### src/rtl/regfile_pkg.sv
// Shared types, default widths and the write-port priority helper for regfile_mp.
package regfile_pkg;

  localparam int unsigned ADDR_WIDTH_DEF = 5;
  localparam int unsigned DATA_WIDTH_DEF = 32;
  localparam int unsigned MAX_WRITE      = 4;

  typedef enum logic {CLEAR, READY} state_e;

  // Result of a priority search over write ports.
  typedef struct packed {
    logic       hit;
    logic [1:0] idx;
  } wsel_t;

  // Highest-index set bit of match wins; hit=0 when no port matches.
  function automatic wsel_t prio_sel(input logic [MAX_WRITE-1:0] match);
    wsel_t s;
    s.hit = 1'b0;
    s.idx = 2'd0;
    for (int j = 0; j < MAX_WRITE; j++) begin
      if (match[j]) begin
        s.hit = 1'b1;
        s.idx = 2'(j);
      end
    end
    return s;
  endfunction

endpackage

### src/rtl/regfile_read_port.sv
// One read port: array value, optional same-cycle bypass, zero register, clear masking.
module regfile_read_port
  import regfile_pkg::*;
#(
  parameter int unsigned ADDR_WIDTH = ADDR_WIDTH_DEF,
  parameter int unsigned DATA_WIDTH = DATA_WIDTH_DEF,
  parameter int unsigned NUM_WRITE  = 2,
  parameter int unsigned ZERO_REG   = 1,
  parameter int unsigned BYPASS     = 1
) (
  input  logic [ADDR_WIDTH-1:0]           raddr_i,
  input  logic [DATA_WIDTH-1:0]           arr_val,
  input  logic [NUM_WRITE-1:0]            wen,
  input  logic [NUM_WRITE*ADDR_WIDTH-1:0] waddr,
  input  logic [NUM_WRITE*DATA_WIDTH-1:0] wdata,
  input  logic                            init_busy,
  output logic [DATA_WIDTH-1:0]           rdata_o
);

  logic [MAX_WRITE-1:0]  match;
  wsel_t                 sel;
  logic [DATA_WIDTH-1:0] byp_val;

  // Pick the winning in-flight write for this address, then apply the overrides
  // in increasing precedence: bypass, zero register, clear in progress.
  always_comb begin
    match = '0;
    for (int j = 0; j < NUM_WRITE; j++)
      match[j] = wen[j] && (waddr[j*ADDR_WIDTH +: ADDR_WIDTH] == raddr_i);
    sel     = prio_sel(match);
    byp_val = '0;
    for (int j = 0; j < NUM_WRITE; j++)
      if (sel.idx == 2'(j)) byp_val = wdata[j*DATA_WIDTH +: DATA_WIDTH];
    rdata_o = arr_val;
    if (BYPASS != 0 && sel.hit) rdata_o = byp_val;
    if (ZERO_REG != 0 && raddr_i == '0) rdata_o = '0;
    if (init_busy) rdata_o = '0;
  end

endmodule

### src/rtl/regfile_mp.sv
// Multi-port register file with hardware clear sequence after reset.
module regfile_mp
  import regfile_pkg::*;
#(
  parameter int unsigned ADDR_WIDTH = ADDR_WIDTH_DEF,
  parameter int unsigned DATA_WIDTH = DATA_WIDTH_DEF,
  parameter int unsigned NUM_READ   = 2,
  parameter int unsigned NUM_WRITE  = 2,
  parameter int unsigned ZERO_REG   = 1,
  parameter int unsigned BYPASS     = 1
) (
  input  logic                            clk,
  input  logic                            rst,
  input  logic [NUM_READ*ADDR_WIDTH-1:0]  raddr,
  output logic [NUM_READ*DATA_WIDTH-1:0]  rdata,
  input  logic [NUM_WRITE-1:0]            wen,
  input  logic [NUM_WRITE*ADDR_WIDTH-1:0] waddr,
  input  logic [NUM_WRITE*DATA_WIDTH-1:0] wdata,
  output logic                            init_busy
);

  localparam int unsigned DEPTH = 1 << ADDR_WIDTH;

  logic [DATA_WIDTH-1:0] mem_q [DEPTH];
  logic [DATA_WIDTH-1:0] mem_d [DEPTH];
  state_e                state_q, state_d;
  logic [ADDR_WIDTH-1:0] clr_ptr_q, clr_ptr_d;

  assign init_busy = (state_q == CLEAR);

  // Clear walks one entry per cycle; once ready, ports commit in ascending
  // index order so the highest-index port wins an address conflict.
  always_comb begin
    state_d   = state_q;
    clr_ptr_d = clr_ptr_q;
    mem_d     = mem_q;
    if (state_q == CLEAR) begin
      mem_d[clr_ptr_q] = '0;
      clr_ptr_d        = clr_ptr_q + 1'b1;
      // Completion is detected on the last entry, before the pointer wraps.
      if (clr_ptr_q == ADDR_WIDTH'(DEPTH - 1)) state_d = READY;
    end else begin
      for (int j = 0; j < NUM_WRITE; j++) begin
        if (wen[j] && !(ZERO_REG != 0 && waddr[j*ADDR_WIDTH +: ADDR_WIDTH] == '0))
          mem_d[waddr[j*ADDR_WIDTH +: ADDR_WIDTH]] = wdata[j*DATA_WIDTH +: DATA_WIDTH];
      end
    end
  end

  // Reset only restarts the clear sequence; the array itself is zeroed by it.
  always_ff @(posedge clk) begin
    if (rst) begin
      state_q   <= CLEAR;
      clr_ptr_q <= '0;
    end else begin
      state_q   <= state_d;
      clr_ptr_q <= clr_ptr_d;
      mem_q     <= mem_d;
    end
  end

  // One read port per requested read lane.
  for (genvar i = 0; i < NUM_READ; i++) begin : g_rd
    regfile_read_port #(
      .ADDR_WIDTH(ADDR_WIDTH),
      .DATA_WIDTH(DATA_WIDTH),
      .NUM_WRITE (NUM_WRITE),
      .ZERO_REG  (ZERO_REG),
      .BYPASS    (BYPASS)
    ) u_rp (
      .raddr_i  (raddr[i*ADDR_WIDTH +: ADDR_WIDTH]),
      .arr_val  (mem_q[raddr[i*ADDR_WIDTH +: ADDR_WIDTH]]),
      .wen      (wen),
      .waddr    (waddr),
      .wdata    (wdata),
      .init_busy(init_busy),
      .rdata_o  (rdata[i*DATA_WIDTH +: DATA_WIDTH])
    );
  end

endmodule

### config.mk
export PLATFORM = sky130hd
export DESIGN_NAME = regfile_mp
export DESIGN_NICKNAME = d
export VERILOG_FILES = /design/src/rtl/regfile_pkg.sv /design/src/rtl/regfile_read_port.sv /design/src/rtl/regfile_mp.sv
export SDC_FILE = /design/constraint.sdc
export NUM_CORES = 2
export LEC_CHECK = 0
export ABC_AREA = 0
export BUFFER_PORTS_ARGS = -buffer_cell sky130_fd_sc_hd__buf_4
export CAP_MARGIN = 5
export CORE_MARGIN = 10
export CORE_UTILIZATION = 48
export DETAILED_ROUTE_END_ITERATION = 10
export PLACE_DENSITY_LB_ADDON = 0.12
export SYNTH_ARGS = -nofsm -noshare
export SYNTH_HDL_FRONTEND = slang
export SYNTH_SLANG_ARGS = --single-unit
### constraint.sdc
create_clock -name clk -period 46 [get_ports clk]
set_clock_uncertainty 0.15 [all_clocks]
set_input_delay 9.2 -clock clk [delete_from_list [all_inputs] [get_ports clk]]
set_output_delay 9.2 -clock clk [all_outputs]
set_load 0.02 [all_outputs]
# Word level (Yosys, flattened, before mapping)
# Index checks and enable logic that the tools add are counted.
# Widths: inputs -> output; s select.
# op_classes
mul	0
div_mod_pow	0
add_sub_neg	1
n_reduce_logical	17
n_eq_ne	7
mux	34
n_bitwise	8
shifts	0
n_lt_le_gt_ge	8
# op_table
cell	n
$mux 1024	4
$bwmux 1024	2
$and 1024x1024->1024	1
$not 1024->1024	1
$mux 32	17
$demux 32 s5	3
$bmux 32 s5	2
$ge 6x6->1 const B	5
$not 5->6	5
$eq 5x5->1	4
$logic_not 5->1	4
$lt 6x1->1 const B	3
$mux 3	4
$logic_and 1x1->1	9
$add 5x1->5 const B	1
$eq 5x5->1 const B	1
$eq 2x1->1 const B	2
$logic_not 2->1	2
$logic_not 1->1	2
$mux 1	2
$not 1->1	1
# totals
mem_bits_ro	0
latch_bits	0
ramBits	0
out_inout_bits	65
memories	0
in_bits	88
reg_bits	1030

# Longest topological paths before layout
# logic_depth
depth_word	11
ltp_mapped	9
ltp_nobuf	7

# Hierarchy
# Synthesis repeated with hierarchy kept, for this count alone.
# hier_totals
cells_unflattened	9710
area_unflattened_um2	81335.5
# by_module_without_submodules
module	instances	area_each_um2	cells_each
regfile_mp	1	79095.9	9356
regfile_read_port	2	1119.8	177

# Worst setup path after synthesis
# No wires, ideal clock.
# synth_path
kind	input port to flip-flop
from	in rst
to	reg mem_q[0] (netlist bit) (enable)
stages	1
t_required_ns	44.494
setup_slack_ns	15.612
arrival_ns	28.881
setup_time_ns	1.356
cell_sequence	inv_1
# synth_lines
item	line	rtl
start: declaration	regfile_mp.sv:13	input logic rst,
end signal: assignment	regfile_mp.sv:58	mem_q <= mem_d;
end: declaration	regfile_mp.sv:24	logic [DATA_WIDTH-1:0] mem_q [DEPTH];
# No word-level cell between the ends.

# Worst setup path in the final report
# layout_path
from	in raddr[0]
to	out rdata[5]
# layout_between
elab_chain_cells	9
word_cells_on_any_way	18
# layout_rtl
item	line	rtl
start: declaration	regfile_mp.sv:14	input logic [NUM_READ*ADDR_WIDTH-1:0] raddr,
branches (longest 7 deep; another with $bmux 32 s5)	--	
$mux 32 *	regfile_read_port.sv:36	if (ZERO_REG != 0 && raddr_i == '0) rdata_o = '0;
$mux 32 *	regfile_read_port.sv:37	if (init_busy) rdata_o = '0;
end: declaration	regfile_mp.sv:15	output logic [NUM_READ*DATA_WIDTH-1:0] rdata,
# Every way passes the cells marked *. The select of a mux whose other input is x is not followed.

==> run metrics <==
outcome=finished, final reports clean; max-slew violation count=0; row cnt=~150; Post-DP HPWL=197000 um; final setup fails=0; Synth Flop Type=edfxtp_1; Initial Util=48.3%; WS Path Type=in2out; post-synth top area share=38.6%; CORE AREA=165000 um2; clk slew on worst S/H paths=0.06 ns; YS warnings=0; pwr dens=around 30 nW/um2; hold_buf cts=0; DR DRC count=0; most common cell in the netlist=mux2i_1; Seq/Total Area, Yosys=38.7%; period utilisation layout=between 50% and 60%; first-pass GRT wire length=just over 500000 um; Fin. Hold Viols=0; post-route ant nets=0; Relative slew margins=4.47%; Reg area=~30000 um2; GRT Total Usage=37.8%; Final Critical Period=~24 ns; met2 usage in global routing=between 50% and 60%; Filler cells=about 14000; multi-input logic area=45500 um2; CTS tree=built; Die Area=between 150000 and 200000 um2; M1 GR Usage=about half; Num CTS Buffers=131; leakage=30.0 nW; placed cells=between 9000 and 10000; fin nets=7228; Worst Tran Pin Value=1.42 ns; Peak VDD IR=between 0.03 and 0.04 mV; number of port buffers=152; largest net degree at the start of global routing=around 200; Post-Syn Nets=between 7000 and 8000; asr flop ratio synth=0%; Mapped Cells=7673; vias in the first global route=66600; CTS Root Cell=clkbuf_16; RSZ-0062 raised after global routing=no; Setup crit end kind=output pin; post-route insts no fill=~9400; Max Cap Violations=0; M3 GR Usage=13.8%; H-tree levels=4; layout cells sized above 1=14.2%; Vias/cell=7.62; Post-synth top cells=mux2i_1, edfxtp_1, a22o_1, clkbuf_1, a21oi_1; DR iter-0 viols=~12000; IO Pins=approximately 150; Vias=71900; Crit path arrival time=14.64 ns; number of synthesized flops with an enable pin=around 1000; Clock Sink Count=1030; register bit count reported by yosys=about 1000; DIE HEIGHT=428 um; DR pass1 iterations=6; clk_lat worst skew=0.79 ns; grt peak-use layer=met2; Critical Path RT=approximately 37 ns; largest area contributor in the netlist=edfxtp_1; CP Launch Type=input port; total wire length=358000 um; Avg Cell Area, Syn=10.4 um2; post_cts resized=0; Routed WL per cell=approximately 38 um; gpl congestion=0.939; largest cells by area after synthesis=edfxtp_1, mux2i_1, mux4_2; synthesis-to-finish area growth=7.69%; Cell Area, Synth=79700 um2; Overflow after GRT=0; setup TNS=0 ns; worst-path maximum fanout=44; Setup Buffers After CTS=0; initial antenna violation count=30; count of cell types in the netlist=65; Max Root-Sink Buffers=3; Die Wd=428 um; Max Clock Freq=41.7 MHz; worst min path class=reg2reg
-- metrics by stage --
stage / util, % / hold WS [ns] / setup slack (ns) / total power, mW / cell area (um2)
after floorplan: - / 0.370 / 15.61 / 1.50 / 79700
after global placement: 49.5 / 0.391 / 22.23 / 1.60 / 81700
after detailed placement: 49.5 / 0.403 / 22.20 / 1.61 / 81700
after CTS: 52.0 / 0.417 / 22.20 / 2.62 / 85700
after global routing: 52.0 / 0.445 / 21.71 / 2.70 / 85800
final: 52.0 / 0.414 / 22.01 / 2.64 / 85900
-- report_power, final --
group | switching, mW | internal [mW]
clock | 0.442 | 0.589
sequential | 0.0575 | 1.10
combinational | 0.270 | 0.179
-- state kept, by name (all words and copies together), names as in the netlist --
| signal | count |
|---|---|
| mem_q | 1024 |
| clr_ptr_q | 5 |
| state_q | 1 |
-- layer usage --
layer | wire, um | part of all wire [%]
met1 | 129000 | 36
met2 | 150000 | 42
met3 | 53200 | 15
met4 | 25600 | 7.1
met5 | 232 | 0.065
-- cell type report --
cell class                 count  area share (%)
clock buffer                 172            4.22
antenna                       14          0.0408
timing repair buffer         337            3.09
sequential                  1030            36.0
multi-input combinational   5628            53.0
inverter                       7          0.0393
clock inverter                53           0.487
tap                         2189            3.19
-- cells by family after synthesis --
kind of cell / synth area share (%)
simple gates: 7.75
buf+inv: 5.42
fa+ha+maj: 0.0785
mux: 24.2
flops: 38.7
compound gates: 23.6
xor+xnor: 0.253
-- cells in the final DEF (no fill, tap or decap), types with 27 or more instances in the layout --
cell,instances
a211oi_1,55
a21oi_1,650
a221o_1,27
a221oi_1,103
a22o_1,836
a22oi_1,193
a31oi_1,33
buf_4,322
clkbuf_1,32
clkbuf_16,140
clkinv_1,30
edfxtp_1,1024
mux2i_1,1061
mux4_2,384
nand2_1,510
nand3_1,33
nor2_1,638
nor2_4,30
nor2b_1,43
nor4_1,37
nor4b_1,29
o211a_1,32
o21ai_0,498
o221ai_1,64
o2bb2ai_1,62
o31ai_1,44
-- worst paths after layout --
check,slack (ns),endpoint,start,cells after the start
worst min-delay path,0.41,mem_q[692],mem_q[692],2
worst min register to register,0.41,mem_q[692],mem_q[692],2
worst max register to register,41.88,mem_q[383],state_q,7
worst max-delay path,22.01,rdata[5],raddr[0],11
-- critical path, stage by stage --
cell	delay, ns
buf_8	0.30
buf_4	0.61
buf_4	0.51
buf_4	0.81
buf_4	0.79
mux2i_1	0.19
a221oi_1	0.40
a21oi_1	0.08
o211a_1	0.36
a211oi_1	1.01
buf_4	0.30
Note: power is estimated with default switching activity, not from simulation.
